File: src/rtl/arp_parser.sv
// ARP payload parser: checks the fixed ARP header, extracts opcode and sender/target addresses.
// Latency: arp_valid rises 1 cycle after the accepting tlast beat; arp_err pulses 1 cycle after the rejecting beat.
// Backpressure: s_axis_tready is low while a result is held (HOLD) and stays low until arp_ready accepts it.
// Ports:
//   s_axis_aclk/s_axis_areset   clock, async active-high reset
//   s_axis_t{data,valid,ready,user,last}  byte stream; tuser marks byte 0, tlast marks the final (padding) byte
//   local_ip                    own IP, compared on the tlast beat to form arp_hit
//   arp_{opcode,srcMac,srcIP,destMac,destIP,hit,valid}/arp_ready  result word and handshake
//   arp_err/arp_err_cnt         reject/abort pulse and its saturating count
module arp_parser (
  input  logic        s_axis_aclk,
  input  logic        s_axis_areset,
  input  logic [7:0]  s_axis_tdata,
  input  logic        s_axis_tvalid,
  output logic        s_axis_tready,
  input  logic        s_axis_tuser,
  input  logic        s_axis_tlast,
  input  logic [31:0] local_ip,
  output logic [15:0] arp_opcode,
  output logic [47:0] arp_srcMac,
  output logic [31:0] arp_srcIP,
  output logic [47:0] arp_destMac,
  output logic [31:0] arp_destIP,
  output logic        arp_hit,
  output logic        arp_valid,
  input  logic        arp_ready,
  output logic        arp_err,
  output logic [7:0]  arp_err_cnt
);

  typedef enum logic [1:0] {S_IDLE = 2'd0, S_FIELDS = 2'd1, S_DRAIN = 2'd2, S_HOLD = 2'd3} state_t;

  localparam logic [4:0] LAST_IDX = 5'd27;

  state_t      r_state;
  state_t      w_next;
  logic [4:0]  r_cnt;
  logic [4:0]  w_cnt_nxt;
  logic [4:0]  w_idx;
  logic [7:0]  r_b [0:27];
  logic        r_tready;
  logic        r_valid;
  logic        r_err;
  logic        r_hit;
  logic [7:0]  r_err_cnt;

  logic        w_beat;
  logic        w_store;
  logic        w_err;
  logic        w_eval;
  logic        w_pass;
  logic        w_at_end;
  logic        w_hit_now;
  logic [15:0] w_op;
  logic [31:0] w_dip_now;

  assign w_beat = s_axis_tvalid & r_tready;
  assign w_op   = {r_b[6], r_b[7]};

  // Header bytes 0..7 are always registered by the time a frame can complete.
  assign w_pass = ({r_b[0], r_b[1]} == 16'h0001) && ({r_b[2], r_b[3]} == 16'h0800) &&
                  (r_b[4] == 8'd6) && (r_b[5] == 8'd4) &&
                  ((w_op == 16'd1) || (w_op == 16'd2));

  // A tlast beat completes a frame only in DRAIN or when it carries byte 27.
  assign w_at_end = (r_state == S_DRAIN) || (r_cnt == LAST_IDX);

  // When tlast lands on byte 27 the last target-IP byte is still on the bus.
  assign w_dip_now = (r_state == S_FIELDS) ? {r_b[24], r_b[25], r_b[26], s_axis_tdata}
                                           : {r_b[24], r_b[25], r_b[26], r_b[27]};
  assign w_hit_now = (w_op == 16'd1) && (w_dip_now == local_ip);

  // State register
  always_ff @(posedge s_axis_aclk or posedge s_axis_areset) begin
    if (s_axis_areset) r_state <= S_IDLE;
    else               r_state <= w_next;
  end

  // Next-state logic
  always_comb begin
    w_next = r_state;
    case (r_state)
      S_IDLE: begin
        if (w_beat && s_axis_tuser && !s_axis_tlast) w_next = S_FIELDS;
      end
      S_FIELDS, S_DRAIN: begin
        if (w_beat) begin
          if (s_axis_tuser)                                   w_next = s_axis_tlast ? S_IDLE : S_FIELDS;
          else if (s_axis_tlast)                              w_next = (w_at_end && w_pass) ? S_HOLD : S_IDLE;
          else if (r_state == S_FIELDS && r_cnt == LAST_IDX)  w_next = S_DRAIN;
        end
      end
      S_HOLD: begin
        if (r_valid && arp_ready) w_next = S_IDLE;
      end
      default: w_next = S_IDLE;
    endcase
  end

  // Per-state datapath controls
  always_comb begin
    w_store   = 1'b0;
    w_idx     = r_cnt;
    w_cnt_nxt = r_cnt;
    w_err     = 1'b0;
    w_eval    = 1'b0;
    case (r_state)
      S_IDLE: begin
        if (w_beat && s_axis_tuser) begin
          w_store   = 1'b1;
          w_idx     = 5'd0;
          w_cnt_nxt = 5'd1;
          w_err     = s_axis_tlast;
        end
      end
      S_FIELDS, S_DRAIN: begin
        if (w_beat) begin
          if (s_axis_tuser) begin
            // Restart: the byte in flight is byte 0 of a new frame.
            w_store   = 1'b1;
            w_idx     = 5'd0;
            w_cnt_nxt = 5'd1;
            w_err     = 1'b1;
          end else begin
            w_store   = (r_state == S_FIELDS);
            w_cnt_nxt = (r_state == S_FIELDS) ? r_cnt + 5'd1 : r_cnt;
            if (s_axis_tlast) begin
              w_cnt_nxt = 5'd0;
              if (w_at_end && w_pass) w_eval = 1'b1;
              else                    w_err  = 1'b1;
            end
          end
        end
      end
      default: ;
    endcase
  end

  // Datapath registers
  always_ff @(posedge s_axis_aclk or posedge s_axis_areset) begin
    if (s_axis_areset) begin
      r_cnt     <= 5'd0;
      r_tready  <= 1'b0;
      r_valid   <= 1'b0;
      r_err     <= 1'b0;
      r_hit     <= 1'b0;
      r_err_cnt <= 8'd0;
      for (int i = 0; i < 28; i++) r_b[i] <= 8'd0;
    end else begin
      r_cnt    <= w_cnt_nxt;
      r_tready <= (w_next != S_HOLD);
      r_valid  <= (w_next == S_HOLD);
      r_err    <= w_err;
      if (w_err && r_err_cnt != 8'hFF) r_err_cnt <= r_err_cnt + 8'd1;
      if (w_eval) r_hit <= w_hit_now;
      for (int i = 0; i < 28; i++) begin
        if (w_store && w_idx == 5'(i)) r_b[i] <= s_axis_tdata;
      end
    end
  end

  assign s_axis_tready = r_tready;
  assign arp_valid     = r_valid;
  assign arp_err       = r_err;
  assign arp_err_cnt   = r_err_cnt;
  assign arp_hit       = r_hit;
  assign arp_opcode    = w_op;
  assign arp_srcMac    = {r_b[8], r_b[9], r_b[10], r_b[11], r_b[12], r_b[13]};
  assign arp_srcIP     = {r_b[14], r_b[15], r_b[16], r_b[17]};
  assign arp_destMac   = {r_b[18], r_b[19], r_b[20], r_b[21], r_b[22], r_b[23]};
  assign arp_destIP    = {r_b[24], r_b[25], r_b[26], r_b[27]};

endmodule
File: config.mk
export PLATFORM = sky130hd
export DESIGN_NAME = arp_parser
export DESIGN_NICKNAME = d
export VERILOG_FILES = /design/src/rtl/arp_parser.sv
export SDC_FILE = /design/constraint.sdc
export NUM_CORES = 1
export LEC_CHECK = 0
export BUFFER_PORTS_ARGS = -buffer_cell sky130_fd_sc_hd__buf_2
export CORE_MARGIN = 2
export CORE_UTILIZATION = 59
export DETAILED_ROUTE_END_ITERATION = 6
export PLACE_DENSITY = 0.84
export SLEW_MARGIN = 20
export SYNTH_ARGS = -nofsm -noshare
export SYNTH_HDL_FRONTEND = slang
export SYNTH_SLANG_ARGS = --single-unit
File: constraint.sdc
create_clock -name s_axis_aclk -period 19.1 [get_ports s_axis_aclk]
set_input_delay 1.91 -clock s_axis_aclk [delete_from_list [all_inputs] [get_ports s_axis_aclk]]
set_output_delay 1.91 -clock s_axis_aclk [all_outputs]
set_load 0.005 [all_outputs]
[Yosys cells after proc, flatten, opt, wreduce, memory -nomap -nowiden]
Index checks and enable logic that the tools add are counted.
Cells by class
  equality and inequality tests: 44
  multiplexer cells: 35
  bitwise logic cells: 1
  add/subtract/negate cells: 2
  reductions and logical operators: 47
Operator list (number)
  $eq 5x5->1 const B: 13
  $eq 5x4->1 const B: 8
  $mux 5: 8
  $logic_and 1x1->1: 39
  $eq 16x1->1 const B: 2
  $eq 32x32->1: 1
  $eq 5x3->1 const B: 4
  $pmux 5 s2: 2
  $eq 16x12->1 const B: 1
  $eq 16x2->1 const B: 1
  $eq 8x3->1 const B: 2
  $mux 1: 14
  $mux 2: 7
  $eq 5x2->1 const B: 2
  $add 8x1->8 const B: 1
  $mux 8: 1
  $ne 8x8->1 const B: 1
  $eq 2x2->1 const B: 3
  $ne 2x2->1 const B: 3
  $pmux 2 s3: 1
  $add 5x1->5 const B: 1
  $eq 5x1->1 const B: 1
  $logic_not 5->1: 1
  $ne 4x4->1 const B: 1
  other kinds (9): 11
Storage, ports and cells
  output and inout port bits: 188
  logic and storage cells: 164
  bits in registers: 243

[Logic depth before layout (Yosys ltp)]
  word-level depth: 12
  gate-level depth with buffers: 9
  mapped depth without buffers: 8

[Worst setup path before layout]
Ideal clock, no wire load.
  path kind: input-to-reg
  from: input port s_axis_tuser
  to: register r_b (netlist bit arp_destIP[0])
  arrival: 3.527 ns
  stages on the path: 6
  slack: 15.449 ns
  path through: clkbuf_1 > nor2b_1 > and3_1 > nand4b_1 > nor2_1 > mux2_2
Between the ends
  word-level cells in the longest chain between the ends: 5
  elaborated cells between the ends (all ways): 11
  classes of those cells: eq/ne (1); mux (8); reduce/logical (2)
RTL lines
  start, declared: line 16  | input logic s_axis_tuser,
  $mux 5 / $logic_and 1x1->1 (equally long branches): line 118, 109
  $mux 5, on equally long branches: line 117, 109
  $pmux 5 s2: line 107  | case (r_state)
  $eq 5x5->1: line 157  | if (w_store && w_idx == 5'(i)) r_b[i] <= s_axis_tdata;
  $logic_and 1x1->1 (*): line 157
  end signal, assigned by index: line 157
  end, declared: line 40  | logic [7:0] r_b [0:27];
Mark *: on every way between the ends. The rest lies on a longest branch, timed or not.
A chain may end at the register's enable or synchronous reset.

[Worst setup path in the final report]
  from: input port s_axis_tuser
  to: register r_b (netlist bit arp_srcIP[21])
Between the ends
  word-level cells in the longest chain between the ends: 5
  elaborated cells between the ends (all ways): 11
  classes of those cells: eq/ne (1); mux (8); reduce/logical (2)
RTL lines (line)
  $mux 5 / $logic_and 1x1->1 (equally long branches): 118, 109
  $mux 5, on equally long branches: 117, 109
  $pmux 5 s2: 107
  $eq 5x4->1: 157
  $logic_and 1x1->1 (*): 157
Marks and branches as above.

==> run metrics <==
status=complete, no violations; Total Wirelength=around 25000 um; Die W=around 140 um; CP startpoint kind=input port; worst r2r path cells=7; Final Hold Viols=0; Setup crit end=arp_srcIP[21]; Register Area=between 6000 and 7000 sq um; Yosys warning count=0; number of synthesized flops with an enable pin=0; critical path's slowest cell=nor2_1; Overall Power=1.25 mW; largest area contributor in the netlist=dfrtp_1; crit-path max FO=11; Sink Count=between 200 and 250; Pre-antenna DRT Iters=6; largest net degree at the start of global routing=88; clock-pin slew on the worst setup and hold paths=roughly 0.06 ns; TNS Setup=0 ns; r2r setup slk=between 15 and 20 ns; synthesized netlist cell count=between 800 and 900; port bufs=233; max cap viols=0; R2R Path End=arp_srcIP[21]; family with the most delay on the worst path=simple AND/OR/NAND/NOR gates; Syn Area/Cell=between 10 and 15 sq um; Post-CTS Resized=0; initial core utilization=between 50% and 60%; RSZ-0062 raised after global routing=no; hold_buf cts=0; Slew HR=38.3%; number of post-CTS setup repair buffers=0; Area growth syn-to-layout=7.62%; post-synthesis register bit count=about 240; Ant. Diodes=0; Final Setup Violations=0; worst-case clock buffer depth=3; root buffer cell=clkbuf_16; multi-input logic area=3990 sq um; dominant cells by area after synthesis=dfrtp_1 53%, mux2_2 22%, buf_4 11%; number of top-level pins=234; final hold slack=between 0.4 and 0.5 ns; Critical Path Max Stage Delay=0.69 ns; Pwr Density=~100 nW/um^2; Mapped Nets=947; Worst Path Arrival=4.00 ns; stages on the worst setup path=6; num rows=just over 50; Die Height=144 um; period utilisation layout=about a fifth; vias in the first global route=6714; minimum clock period=~3.6 ns; nature of the critical path endpoint=flip-flop; CP bufs+invs=1; Leak Pwr=between 6 and 7 nW; Final HPWL DP=about 16000 um; CP Class=in -> reg; worst slew pin tran=approximately 0.93 ns; fill cell total of the finished layout=1415; number of H-tree levels=1; nets@finish=996; routability congestion estimate=0.900; clock buffer count from CTS=25; initial drt markers=between 400 and 500; Max Fclk=277 MHz; critical path startpoint=s_axis_tuser; fraction of layout cells with a size suffix above 1=~54%; routed vias/inst=about 5.6; post-route DRC violation count=0; core area=around 19000 sq um; Tot GR Track Use=a little under a quarter; Synth Cell Area=~12000 sq um; required time of the worst setup path=approximately 20 ns; Max IR drop VDD=~0.000070 V; Congestion Overflow GR=0; via count=6830; Final Slew Violations=0; global-route wire length before repair=between 30000 and 40000 um; Hold Path Class=reg -> reg; worst skew pair latency=between 0.5 and 0.6 ns; CTS tree=done; Yosys cell types=between 40 and 50; antenna violations before repair=1; final clock skew=0.00901 ns; Final ANT Viol Nets=0; Synth top area share=between 50% and 60%; routed length per instance=~21 um; crit path cell chain=buf_2, nor2b_1, and3_1, nand4b_1, nor2_1, mux2_2; reg2reg start=r_state[0]; sequential fraction of the synthesis area=between 50% and 60%; Synth async-reset ratio=between 90% and 100%; die area=20700 sq um; Top FF cell, synth=dfrtp_1
==> metrics by stage <==
stage / area (sq um) / utilization (%) / std cells / setup slack [ns]
2_1_floorplan: 11600 / - / 895 / 10.52
3_3_place_gp: 11600 / 60.1 / 1182 / 15.07
3_5_place_dp: 11600 / 60.1 / 1182 / 15.01
4_1_cts: 12400 / 64.4 / 1226 / 15.54
5_1_grt: 12500 / 64.4 / 1226 / 15.29
6_report: 12500 / 64.4 / 1226 / 15.50
==> cell usage in the layout, fill, tap and decap left out, types with 5 or more instances in the layout <==
cell type  instances
a21oi_1            6
and3_1             6
buf_2            233
clkbuf_1           5
clkbuf_16         25
clkbuf_8           9
dfrtp_1          243
ha_1               6
inv_1              6
mux2_2           225
mux2i_1            8
nand2_1           12
nand2b_1           7
nand3_1           15
nand4_1            9
nor2_1            19
nor3_1             6
nor4_1            13
o21ai_0           10
xnor2_1           28
xor2_1             9
==> routing by layer <==
layer	up-vias	track usage, %	share of wire (%)
li1	3018	-	-
met1	3530	32.3	43
met2	245	40.5	49
met3	35	4.17	6.3
met4	2	6.09	1.4
met5	-	0	0.032
==> worst min-delay path by stage <==
stage	depth (start not counted)	slack (ns)	start	endpoint
2_1_floorplan	1	0.47	r_b[178]	r_b[178]
3_3_place_gp	2	0.47	arp_hit	arp_hit
3_5_place_dp	2	0.47	arp_hit	arp_hit
4_1_cts	2	0.49	arp_hit	arp_hit
5_1_grt	1	0.52	arp_srcIP[26]	arp_srcIP[26]
6_report	2	0.49	arp_hit	arp_hit
==> layout make-up <==
class                           instances  area share [%]
Clock buffer                           39            6.17
Clock inverter                          5           0.442
Inverter                                8           0.301
Multi-Input combinational cell        431            32.1
Sequential cell                       243            48.8
Tap cell                              265            2.66
Timing Repair Buffer                  235            9.52
==> synthesized netlist by cell type, drive strengths merged, types with 7 or more instances <==
master / instances
nand4: 9
xnor2: 28
buf: 180
nand2b: 7
mux2i: 8
a21oi: 7
dfrtp: 243
mux2: 226
nand3: 15
o21ai: 10
nor2: 23
inv: 8
nand2: 12
xor2: 9
nor4: 13
nor3: 9
clkbuf: 33
==> sequential cells by signal, summed over array words and instances (netlist names) <==
signal         cells
arp_destMac       48
arp_srcMac        48
arp_valid          1
arp_err            1
arp_err_cnt        8
arp_opcode        16
arp_destIP        32
arp_hit            1
r_cnt              5
r_state            2
s_axis_tready      1
r_b               48
arp_srcIP         32
==> tightest hold or removal path, stage by stage (launching register included) <==
cell and delay (ns):
dfrtp_1 0.35, nand2_1 0.05, o21ai_0 0.06
==> kinds of logic after synthesis <==
kind of cell | synth area share (%)
AO/OA/AOI/OAI | 1.90
XOR/XNOR | 2.80
adder cells (fa/ha/maj) | 0.649
buffers and inverters | 12.9
flip-flops | 52.6
multiplexers | 22.7
AND/OR/NAND/NOR | 6.45
==> where the power goes <==
part | switching (mW) | internal [mW]
clock network | 0.194 | 0.288
registers | 0.0340 | 0.551
logic | 0.0982 | 0.0810
total | 0.326 | 0.920
(Power assumes the default switching activity.)
